--- src/rtl/e203_exu_oitf_trk_pkg.sv ---
// Shared types and sizing for the OITF tracker.
// The optional E203_OITF_FPU_EN macro adds FP-regfile tagging to every entry and compare.
package e203_exu_oitf_trk_pkg;

  localparam int unsigned OitfDepth = 2;
  localparam int unsigned ItagW     = $clog2(OitfDepth);
  localparam int unsigned RfidxW    = 5;
  localparam int unsigned PcW       = 32;
  localparam int unsigned NumSrc    = 4;

  // Slot order of the per-entry compare vector.
  typedef enum logic [1:0] {
    SrcRs1 = 2'd0,
    SrcRs2 = 2'd1,
    SrcRs3 = 2'd2,
    SrcRd  = 2'd3
  } src_e;

  typedef struct packed {
    logic [RfidxW-1:0] rdidx;
    logic [PcW-1:0]    pc;
    logic              rdwen;
    logic              rdfpu;
  } oitf_ent_t;

  // Depth is a power of two, so the carry out of the index lands in the wrap bit.
  function automatic logic [ItagW:0] ptr_inc(input logic [ItagW:0] ptr);
    return ptr + 1'b1;
  endfunction

endpackage

--- src/rtl/e203_exu_oitf_trk_if.sv ---
// Dispatch / retire / hazard bundle between the EXU control and the OITF.
interface e203_exu_oitf_trk_if;
  import e203_exu_oitf_trk_pkg::*;

  logic              dis_ena;
  logic              dis_ready;
  logic [ItagW-1:0]  dis_ptr;
  logic [RfidxW-1:0] disp_i_rdidx;
  logic              disp_i_rdwen;
  logic              disp_i_rdfpu;
  logic [PcW-1:0]    disp_i_pc;
  logic              disp_i_rs1en;
  logic              disp_i_rs2en;
  logic              disp_i_rs3en;
  logic [RfidxW-1:0] disp_i_rs1idx;
  logic [RfidxW-1:0] disp_i_rs2idx;
  logic [RfidxW-1:0] disp_i_rs3idx;
  logic              disp_i_rs1fpu;
  logic              disp_i_rs2fpu;
  logic              disp_i_rs3fpu;
  logic              oitfrd_match_disprs1;
  logic              oitfrd_match_disprs2;
  logic              oitfrd_match_disprs3;
  logic              oitfrd_match_disprd;
  logic              ret_ena;
  logic [ItagW-1:0]  ret_ptr;
  logic [RfidxW-1:0] ret_rdidx;
  logic [PcW-1:0]    ret_pc;
  logic              ret_rdwen;
  logic              ret_rdfpu;
  logic              oitf_empty;

  modport master (
    output dis_ena, disp_i_rdidx, disp_i_rdwen, disp_i_rdfpu, disp_i_pc,
           disp_i_rs1en, disp_i_rs2en, disp_i_rs3en,
           disp_i_rs1idx, disp_i_rs2idx, disp_i_rs3idx,
           disp_i_rs1fpu, disp_i_rs2fpu, disp_i_rs3fpu, ret_ena,
    input  dis_ready, dis_ptr, oitfrd_match_disprs1, oitfrd_match_disprs2,
           oitfrd_match_disprs3, oitfrd_match_disprd,
           ret_ptr, ret_rdidx, ret_pc, ret_rdwen, ret_rdfpu, oitf_empty
  );

  modport slave (
    input  dis_ena, disp_i_rdidx, disp_i_rdwen, disp_i_rdfpu, disp_i_pc,
           disp_i_rs1en, disp_i_rs2en, disp_i_rs3en,
           disp_i_rs1idx, disp_i_rs2idx, disp_i_rs3idx,
           disp_i_rs1fpu, disp_i_rs2fpu, disp_i_rs3fpu, ret_ena,
    output dis_ready, dis_ptr, oitfrd_match_disprs1, oitfrd_match_disprs2,
           oitfrd_match_disprs3, oitfrd_match_disprd,
           ret_ptr, ret_rdidx, ret_pc, ret_rdwen, ret_rdfpu, oitf_empty
  );

endinterface

--- src/rtl/e203_exu_oitf_ent.sv ---
// One OITF entry: valid flag, destination fields and its compare against each dispatch source.
// rdfpu storage exists only when E203_OITF_FPU_EN is defined.
module e203_exu_oitf_ent
  import e203_exu_oitf_trk_pkg::*;
(
  input  logic                          clk,
  input  logic                          rst_n,
  input  logic                          i_set,
  input  logic                          i_clr,
  input  oitf_ent_t                     i_ent,
  input  logic [NumSrc-1:0][RfidxW-1:0] i_src_idx,
  input  logic [NumSrc-1:0]             i_src_fpu,
  output oitf_ent_t                     o_ent,
  output logic [NumSrc-1:0]             o_hit
);

  logic              r_vld;
  logic              r_rdwen;
  logic [RfidxW-1:0] r_rdidx;
  logic [PcW-1:0]    r_pc;
  logic              w_rdfpu;
  logic [NumSrc-1:0] w_fpu_eq;

  always_ff @(posedge clk) begin
    if (!rst_n) begin
      r_vld   <= 1'b0;
      r_rdwen <= 1'b0;
      r_rdidx <= '0;
      r_pc    <= '0;
    end else if (i_set) begin
      r_vld   <= 1'b1;
      r_rdwen <= i_ent.rdwen;
      r_rdidx <= i_ent.rdidx;
      r_pc    <= i_ent.pc;
    end else if (i_clr) begin
      r_vld   <= 1'b0;
    end
  end

`ifdef E203_OITF_FPU_EN
  logic r_rdfpu;

  always_ff @(posedge clk) begin
    if (!rst_n) begin
      r_rdfpu <= 1'b0;
    end else if (i_set) begin
      r_rdfpu <= i_ent.rdfpu;
    end
  end

  assign w_rdfpu  = r_rdfpu;
  assign w_fpu_eq = ~({NumSrc{r_rdfpu}} ^ i_src_fpu);
`else
  logic w_unused_fpu;

  assign w_rdfpu      = 1'b0;
  assign w_fpu_eq     = '1;
  assign w_unused_fpu = ^{i_ent.rdfpu, i_src_fpu};
`endif

  assign o_ent = '{rdidx: r_rdidx, pc: r_pc, rdwen: r_rdwen, rdfpu: w_rdfpu};

  always_comb begin
    o_hit = '0;
    for (int s = 0; s < NumSrc; s++) begin
      o_hit[s] = r_vld & r_rdwen & (r_rdidx == i_src_idx[s]) & w_fpu_eq[s];
    end
  end

endmodule

--- src/rtl/e203_exu_oitf_trk.sv ---
// Outstanding Instruction Track FIFO: in-order alloc/retire of long-pipe instrs plus RAW/WAW check.
// E203_OITF_FPU_EN enables FP-regfile tagging and the rs3 hazard check.
module e203_exu_oitf_trk
  import e203_exu_oitf_trk_pkg::*;
(
  input logic                clk,
  input logic                rst_n,
  e203_exu_oitf_trk_if.slave io_oitf
);

  logic [ItagW:0]                r_alc_ptr;
  logic [ItagW:0]                r_ret_ptr;
  logic [ItagW-1:0]              w_alc_idx;
  logic [ItagW-1:0]              w_ret_idx;
  logic                          w_empty;
  logic                          w_full;
  logic                          w_alc_ena;
  logic                          w_ret_ena;
  oitf_ent_t                     w_disp_ent;
  logic [NumSrc-1:0][RfidxW-1:0] w_src_idx;
  logic [NumSrc-1:0]             w_src_fpu;
  oitf_ent_t                     w_ent [OitfDepth];
  logic [NumSrc-1:0]             w_hit [OitfDepth];
  logic [NumSrc-1:0]             w_hit_any;

  assign w_alc_idx = r_alc_ptr[ItagW-1:0];
  assign w_ret_idx = r_ret_ptr[ItagW-1:0];
  assign w_empty   = (w_alc_idx == w_ret_idx) & (r_alc_ptr[ItagW] == r_ret_ptr[ItagW]);
  assign w_full    = (w_alc_idx == w_ret_idx) & (r_alc_ptr[ItagW] != r_ret_ptr[ItagW]);
  // Ready depends on state only, so a same-cycle retire never opens a slot.
  assign w_alc_ena = io_oitf.dis_ena & ~w_full;
  assign w_ret_ena = io_oitf.ret_ena & ~w_empty;

  always_ff @(posedge clk) begin
    if (!rst_n) begin
      r_alc_ptr <= '0;
      r_ret_ptr <= '0;
    end else begin
      if (w_alc_ena) r_alc_ptr <= ptr_inc(r_alc_ptr);
      if (w_ret_ena) r_ret_ptr <= ptr_inc(r_ret_ptr);
    end
  end

  assign w_disp_ent = '{rdidx: io_oitf.disp_i_rdidx, pc: io_oitf.disp_i_pc,
                        rdwen: io_oitf.disp_i_rdwen, rdfpu: io_oitf.disp_i_rdfpu};
  assign w_src_idx  = {io_oitf.disp_i_rdidx, io_oitf.disp_i_rs3idx,
                       io_oitf.disp_i_rs2idx, io_oitf.disp_i_rs1idx};
  assign w_src_fpu  = {io_oitf.disp_i_rdfpu, io_oitf.disp_i_rs3fpu,
                       io_oitf.disp_i_rs2fpu, io_oitf.disp_i_rs1fpu};

  for (genvar g = 0; g < OitfDepth; g++) begin : g_ent
    e203_exu_oitf_ent u_ent (
      .clk       (clk),
      .rst_n     (rst_n),
      .i_set     (w_alc_ena & (w_alc_idx == ItagW'(g))),
      .i_clr     (w_ret_ena & (w_ret_idx == ItagW'(g))),
      .i_ent     (w_disp_ent),
      .i_src_idx (w_src_idx),
      .i_src_fpu (w_src_fpu),
      .o_ent     (w_ent[g]),
      .o_hit     (w_hit[g])
    );
  end

  always_comb begin
    w_hit_any = '0;
    for (int i = 0; i < OitfDepth; i++) begin
      w_hit_any = w_hit_any | w_hit[i];
    end
  end

  assign io_oitf.dis_ready  = ~w_full;
  assign io_oitf.dis_ptr    = w_alc_idx;
  assign io_oitf.ret_ptr    = w_ret_idx;
  assign io_oitf.ret_rdidx  = w_ent[w_ret_idx].rdidx;
  assign io_oitf.ret_pc     = w_ent[w_ret_idx].pc;
  assign io_oitf.ret_rdwen  = w_ent[w_ret_idx].rdwen;
  assign io_oitf.ret_rdfpu  = w_ent[w_ret_idx].rdfpu;
  assign io_oitf.oitf_empty = w_empty;

  assign io_oitf.oitfrd_match_disprs1 = io_oitf.disp_i_rs1en & w_hit_any[SrcRs1];
  assign io_oitf.oitfrd_match_disprs2 = io_oitf.disp_i_rs2en & w_hit_any[SrcRs2];
  assign io_oitf.oitfrd_match_disprd  = io_oitf.disp_i_rdwen & w_hit_any[SrcRd];
`ifdef E203_OITF_FPU_EN
  assign io_oitf.oitfrd_match_disprs3 = io_oitf.disp_i_rs3en & w_hit_any[SrcRs3];
`else
  logic w_unused_rs3;

  assign io_oitf.oitfrd_match_disprs3 = 1'b0;
  assign w_unused_rs3 = ^{io_oitf.disp_i_rs3en, w_hit_any[SrcRs3]};
`endif

  ret_on_empty_a: assert property (@(posedge clk) disable iff (!rst_n)
                                   !(io_oitf.ret_ena && w_empty));

endmodule
--- src/flat_wrapper.sv ---
// flat-port wrapper written by rule: the top's interface ports become plain ports
module e203_exu_oitf_trk_flat import e203_exu_oitf_trk_pkg::*;
  (clk, rst_n, io_oitf_dis_ena, io_oitf_disp_i_rdidx, io_oitf_disp_i_rdwen, io_oitf_disp_i_rdfpu, io_oitf_disp_i_pc, io_oitf_disp_i_rs1en, io_oitf_disp_i_rs2en, io_oitf_disp_i_rs3en, io_oitf_disp_i_rs1idx, io_oitf_disp_i_rs2idx, io_oitf_disp_i_rs3idx, io_oitf_disp_i_rs1fpu, io_oitf_disp_i_rs2fpu, io_oitf_disp_i_rs3fpu, io_oitf_ret_ena, io_oitf_dis_ready, io_oitf_dis_ptr, io_oitf_oitfrd_match_disprs1, io_oitf_oitfrd_match_disprs2, io_oitf_oitfrd_match_disprs3, io_oitf_oitfrd_match_disprd, io_oitf_ret_ptr, io_oitf_ret_rdidx, io_oitf_ret_pc, io_oitf_ret_rdwen, io_oitf_ret_rdfpu, io_oitf_oitf_empty);
  e203_exu_oitf_trk_if io_oitf_i ();
  input logic clk;
  input logic rst_n;
  input wire logic [$bits(io_oitf_i.dis_ena)-1:0] io_oitf_dis_ena;
  input wire logic [$bits(io_oitf_i.disp_i_rdidx)-1:0] io_oitf_disp_i_rdidx;
  input wire logic [$bits(io_oitf_i.disp_i_rdwen)-1:0] io_oitf_disp_i_rdwen;
  input wire logic [$bits(io_oitf_i.disp_i_rdfpu)-1:0] io_oitf_disp_i_rdfpu;
  input wire logic [$bits(io_oitf_i.disp_i_pc)-1:0] io_oitf_disp_i_pc;
  input wire logic [$bits(io_oitf_i.disp_i_rs1en)-1:0] io_oitf_disp_i_rs1en;
  input wire logic [$bits(io_oitf_i.disp_i_rs2en)-1:0] io_oitf_disp_i_rs2en;
  input wire logic [$bits(io_oitf_i.disp_i_rs3en)-1:0] io_oitf_disp_i_rs3en;
  input wire logic [$bits(io_oitf_i.disp_i_rs1idx)-1:0] io_oitf_disp_i_rs1idx;
  input wire logic [$bits(io_oitf_i.disp_i_rs2idx)-1:0] io_oitf_disp_i_rs2idx;
  input wire logic [$bits(io_oitf_i.disp_i_rs3idx)-1:0] io_oitf_disp_i_rs3idx;
  input wire logic [$bits(io_oitf_i.disp_i_rs1fpu)-1:0] io_oitf_disp_i_rs1fpu;
  input wire logic [$bits(io_oitf_i.disp_i_rs2fpu)-1:0] io_oitf_disp_i_rs2fpu;
  input wire logic [$bits(io_oitf_i.disp_i_rs3fpu)-1:0] io_oitf_disp_i_rs3fpu;
  input wire logic [$bits(io_oitf_i.ret_ena)-1:0] io_oitf_ret_ena;
  output wire logic [$bits(io_oitf_i.dis_ready)-1:0] io_oitf_dis_ready;
  output wire logic [$bits(io_oitf_i.dis_ptr)-1:0] io_oitf_dis_ptr;
  output wire logic [$bits(io_oitf_i.oitfrd_match_disprs1)-1:0] io_oitf_oitfrd_match_disprs1;
  output wire logic [$bits(io_oitf_i.oitfrd_match_disprs2)-1:0] io_oitf_oitfrd_match_disprs2;
  output wire logic [$bits(io_oitf_i.oitfrd_match_disprs3)-1:0] io_oitf_oitfrd_match_disprs3;
  output wire logic [$bits(io_oitf_i.oitfrd_match_disprd)-1:0] io_oitf_oitfrd_match_disprd;
  output wire logic [$bits(io_oitf_i.ret_ptr)-1:0] io_oitf_ret_ptr;
  output wire logic [$bits(io_oitf_i.ret_rdidx)-1:0] io_oitf_ret_rdidx;
  output wire logic [$bits(io_oitf_i.ret_pc)-1:0] io_oitf_ret_pc;
  output wire logic [$bits(io_oitf_i.ret_rdwen)-1:0] io_oitf_ret_rdwen;
  output wire logic [$bits(io_oitf_i.ret_rdfpu)-1:0] io_oitf_ret_rdfpu;
  output wire logic [$bits(io_oitf_i.oitf_empty)-1:0] io_oitf_oitf_empty;
  assign io_oitf_i.dis_ena = io_oitf_dis_ena;
  assign io_oitf_i.disp_i_rdidx = io_oitf_disp_i_rdidx;
  assign io_oitf_i.disp_i_rdwen = io_oitf_disp_i_rdwen;
  assign io_oitf_i.disp_i_rdfpu = io_oitf_disp_i_rdfpu;
  assign io_oitf_i.disp_i_pc = io_oitf_disp_i_pc;
  assign io_oitf_i.disp_i_rs1en = io_oitf_disp_i_rs1en;
  assign io_oitf_i.disp_i_rs2en = io_oitf_disp_i_rs2en;
  assign io_oitf_i.disp_i_rs3en = io_oitf_disp_i_rs3en;
  assign io_oitf_i.disp_i_rs1idx = io_oitf_disp_i_rs1idx;
  assign io_oitf_i.disp_i_rs2idx = io_oitf_disp_i_rs2idx;
  assign io_oitf_i.disp_i_rs3idx = io_oitf_disp_i_rs3idx;
  assign io_oitf_i.disp_i_rs1fpu = io_oitf_disp_i_rs1fpu;
  assign io_oitf_i.disp_i_rs2fpu = io_oitf_disp_i_rs2fpu;
  assign io_oitf_i.disp_i_rs3fpu = io_oitf_disp_i_rs3fpu;
  assign io_oitf_i.ret_ena = io_oitf_ret_ena;
  assign io_oitf_dis_ready = io_oitf_i.dis_ready;
  assign io_oitf_dis_ptr = io_oitf_i.dis_ptr;
  assign io_oitf_oitfrd_match_disprs1 = io_oitf_i.oitfrd_match_disprs1;
  assign io_oitf_oitfrd_match_disprs2 = io_oitf_i.oitfrd_match_disprs2;
  assign io_oitf_oitfrd_match_disprs3 = io_oitf_i.oitfrd_match_disprs3;
  assign io_oitf_oitfrd_match_disprd = io_oitf_i.oitfrd_match_disprd;
  assign io_oitf_ret_ptr = io_oitf_i.ret_ptr;
  assign io_oitf_ret_rdidx = io_oitf_i.ret_rdidx;
  assign io_oitf_ret_pc = io_oitf_i.ret_pc;
  assign io_oitf_ret_rdwen = io_oitf_i.ret_rdwen;
  assign io_oitf_ret_rdfpu = io_oitf_i.ret_rdfpu;
  assign io_oitf_oitf_empty = io_oitf_i.oitf_empty;
  e203_exu_oitf_trk u_core (.clk(clk), .rst_n(rst_n), .io_oitf(io_oitf_i));
endmodule
--- config.mk ---
export PLATFORM = sky130hd
export DESIGN_NAME = e203_exu_oitf_trk_flat
export DESIGN_NICKNAME = d
export VERILOG_FILES = /design/src/rtl/e203_exu_oitf_trk_pkg.sv /design/src/rtl/e203_exu_oitf_trk_if.sv /design/src/rtl/e203_exu_oitf_ent.sv /design/src/rtl/e203_exu_oitf_trk.sv /design/src/flat_wrapper.sv
export SDC_FILE = /design/constraint.sdc
export NUM_CORES = 1
export LEC_CHECK = 0
export BUFFER_PORTS_ARGS = -buffer_cell sky130_fd_sc_hd__buf_2
export CAP_MARGIN = 5
export CORE_ASPECT_RATIO = 1.25
export CORE_MARGIN = 10
export CORE_UTILIZATION = 45
export DETAILED_ROUTE_END_ITERATION = 8
export GPL_TIMING_DRIVEN = 0
export PLACE_DENSITY_LB_ADDON = 0.25
export SETUP_SLACK_MARGIN = 0.02
export SLEW_MARGIN = 10
export SYNTH_ARGS = -nofsm -noshare
export SYNTH_HDL_FRONTEND = slang
export SYNTH_HIERARCHICAL = 1
export SYNTH_SLANG_ARGS = --single-unit
export TNS_END_PERCENT = 20
--- constraint.sdc ---
create_clock -name clk -period 1.8 [get_ports clk]
set_input_delay 0.36 -clock clk [delete_from_list [all_inputs] [get_ports clk]]
set_output_delay 0.36 -clock clk [all_outputs]
set_load 0.02 [all_outputs]
==> out/qor.csv <==
stage,metric,value,unit
outcome,status,"complete, but fails checks",
outcome,violations,setup timing,
power,p_sw,0.001391,W
power,seqPwrFrac,39.4,%
clocking,ctsLongestPathBuffers,2,
placed_design,place_congestion,0.8152,
routing,vias,3083,
worst_hold_path,hp-class,in -> reg,
clocking,cts_buffers,9,
global_routing,grt_max_degree,14,
setup_path,crit_path_end_kind,output port,
clocking,cts_tree,done,
floorplanning,dieArea,0.01350,mm²
worst_hold_path,worstHoldEndpoint,u_core/r_alc_ptr[0],
clocking,htree_levels,3,
floorplanning,rows,39,
setup_path,start_kind,register,
power,cellPowerDensity,885.6,mW/mm²
placed_design,place_ws,13.25,ps
cells_and_area,nets,572,
sta,fin_ws,-161.4,ps
cells_and_area,syn_to_final_growth,39.04,%
logic_synthesis,yosysWarnings,6,
floorplanning,start_util,45.80,%
sta,max_freq,509.8,MHz
sta,hold_violations,0,
routing,first_iter_violations,115,
power,clock_power_share,34.5,%
logic_synthesis,synth_area,0.004156,mm²
floorplanning,die_w,106.0,µm
power,p_comb_share,26.1,%
power,power,0.005118,W
setup_path,worstSetupPathType,reg -> out,
sta,slew_violations,0,
floorplanning,core_area,0.009076,mm²
cells_and_area,stdcell_count,636,
power,p_int,0.003727,W
cells_and_area,drive_gt1_share,44.83,%
worst_hold_path,worstHoldStart,io_oitf_dis_ena,
flow_run,cap_viol_max_count,0,
global_routing,grt-ovfl-total,0,
routing,totalWireLength,10700,µm
floorplanning,io_pins,111,
routing,routedWlPerCell,16.82,µm
worst_hold_path,hold_path_depth,2,
routing,detail_route.vias_per_cell,4.847,
floorplanning,die_h,127.5,µm
logic_synthesis,synth_cells,393,
clocking,cts_sinks,82,
clocking,clock_latency,320,ps
sta,fin_skew,6.117,ps
sta,setup_violations,23,
routing,drc_errors,0,
global_routing,grt_pass1_wl,16680,µm
global_routing,first_global_vias,3385,
placed_design,port_buffers,98,
routing,drtPass1Iterations,4,
placed_design,hpwlAfterDp,7318,µm
setup_path,rrSetupSlack,90,ps
setup_path,r2r-end,u_core/g_ent[0].u_ent/r_pc[22],
setup_path,regToRegStartpoint,u_core/r_ret_ptr[0],
setup_path,critPathRequiredTime,1440,ps
global_routing,antenna_found_initial,0,
setup_path,rr_worst_depth,10,
power,peakVddDrop,0.5513,mV
sta,rsz0062_at_grt,true,
clocking,clkTransAtPathRegs,60,ps
clocking,cts_hold_buffers,0,
sta,tns,-852.1,ps
logic_synthesis,synth_area_per_cell,10.58,µm²
setup_path,arrival,1600,ps
setup_path,worst-path-max-fanout,4,
global_routing,grt_use_total,15.15,%
cells_and_area,antenna_cells,0,
routing,drtAntennaViolNets,0,
sta,min_period,1961,ps
placed_design,dp.cells,614,
logic_synthesis,syn-num-nets,457,
sta,finalCritPeriodShare,109.0,%
power,p_leak,2.425,nW
cells_and_area,n_fill_cell,757,
power,p_sw_share,27.18,%
clocking,root_buffer,clkbuf_16,
==> flip-flops by register name, summed over array words and instances (netlist names) <==
| signal | cells |
|---|---|
| u_core/g_ent.u_ent/r_pc | 64 |
| u_core/g_ent.u_ent/r_rdidx | 10 |
| u_core/g_ent.u_ent/r_rdwen | 2 |
| u_core/g_ent.u_ent/r_vld | 2 |
| u_core/r_alc_ptr | 2 |
| u_core/r_ret_ptr | 2 |
==> power by group through the flow <==
stage / Sequential, W / Clock (W) / Combinational [W]
final: 0.00202 / 0.00176 / 0.00134
after global routing: 0.00203 / 0.00189 / 0.00143
after detailed placement: 0.00204 / 0 / 0.00107
after CTS: 0.00201 / 0.00181 / 0.00123
after floorplan: 0.00203 / 0 / 0.000766
after global placement: 0.00204 / 0 / 0.00106
==> placed cells by master, fill, tap and decap left out, drive strengths merged <==
cell	instances
clkinv	2
a311oi	1
and2	1
a21boi	2
xnor2	26
buf	135
clkbuf	19
inv	1
a21oi	2
nand4	7
o211a	1
nor2b	78
nor3	6
dfxtp	82
mux2i	78
mux2	39
conb	3
or3	1
xor2	7
o21a	5
and3b	1
o21ai	2
clkinvlp	2
nand2	7
a31oi	1
bufinv	1
nor2	3
==> metrics by stage <==
step	hold WS (ps)	util, %	area (µm²)
after floorplan	460.2	-	4156
after global placement	489.0	52.90	4801
after detailed placement	502.6	52.90	4801
after CTS	259.4	60.24	5468
after global routing	269.7	63.68	5779
final	277.2	63.68	5779
==> worst max-delay path, cell delays in order, from the launching register on <==
cell	delay [ps]
dfxtp_2	320
buf_6	130
xnor2_2	140
nand4_1	140
nor3_2	220
o21a_1	190
buf_6	120
==> how the worst max path moves through the flow <==
stage,from,end,slack [ps]
2_1_floorplan,u_core/r_ret_ptr[0],u_core/g_ent[0].u_ent/r_pc[16],140
3_3_place_gp,u_core/r_ret_ptr[0],io_oitf_ret_rdwen,10
3_5_place_dp,u_core/r_ret_ptr[1],u_core/g_ent[0].u_ent/r_pc[22],10
4_1_cts,u_core/g_ent[0].u_ent/r_rdidx[4],io_oitf_oitfrd_match_disprs2,-70
5_1_grt,u_core/g_ent[0].u_ent/r_rdidx[1],io_oitf_oitfrd_match_disprs1,-260
6_report,u_core/g_ent[0].u_ent/r_rdidx[1],io_oitf_oitfrd_match_disprs1,-160
==> repair_timing <==
action / CTS / global route
pin swaps: 17 / 15
cloned: 1 / 2
buffers inserted: 3 / 0
endpoints found under the setup margin: 41 / 54
resized for setup: 86 / 63
==> cell type report <==
type | count | area, µm² | area share [%]
timing repair buffer | 104 | 742.0 | 12.84
clock buffer | 11 | 232.7 | 4.027
sequential | 82 | 1655 | 28.64
tap | 123 | 153.9 | 2.663
inverter | 1 | 6.256 | 0.1082
clock inverter | 5 | 55.05 | 0.9526
buffer | 39 | 400.4 | 6.928
multi-input combinational | 271 | 2534 | 43.84
==> routing by layer <==
metal	share of wire (%)	global-route usage (%)	up-vias
li1	-	-	1550
met1	42	16.53	1458
met2	51	27.15	67
met3	5.5	5.030	8
met4	1.2	4.469	0
met5	0	0	-
No activity file was read; power rests on OpenSTA's default activity.
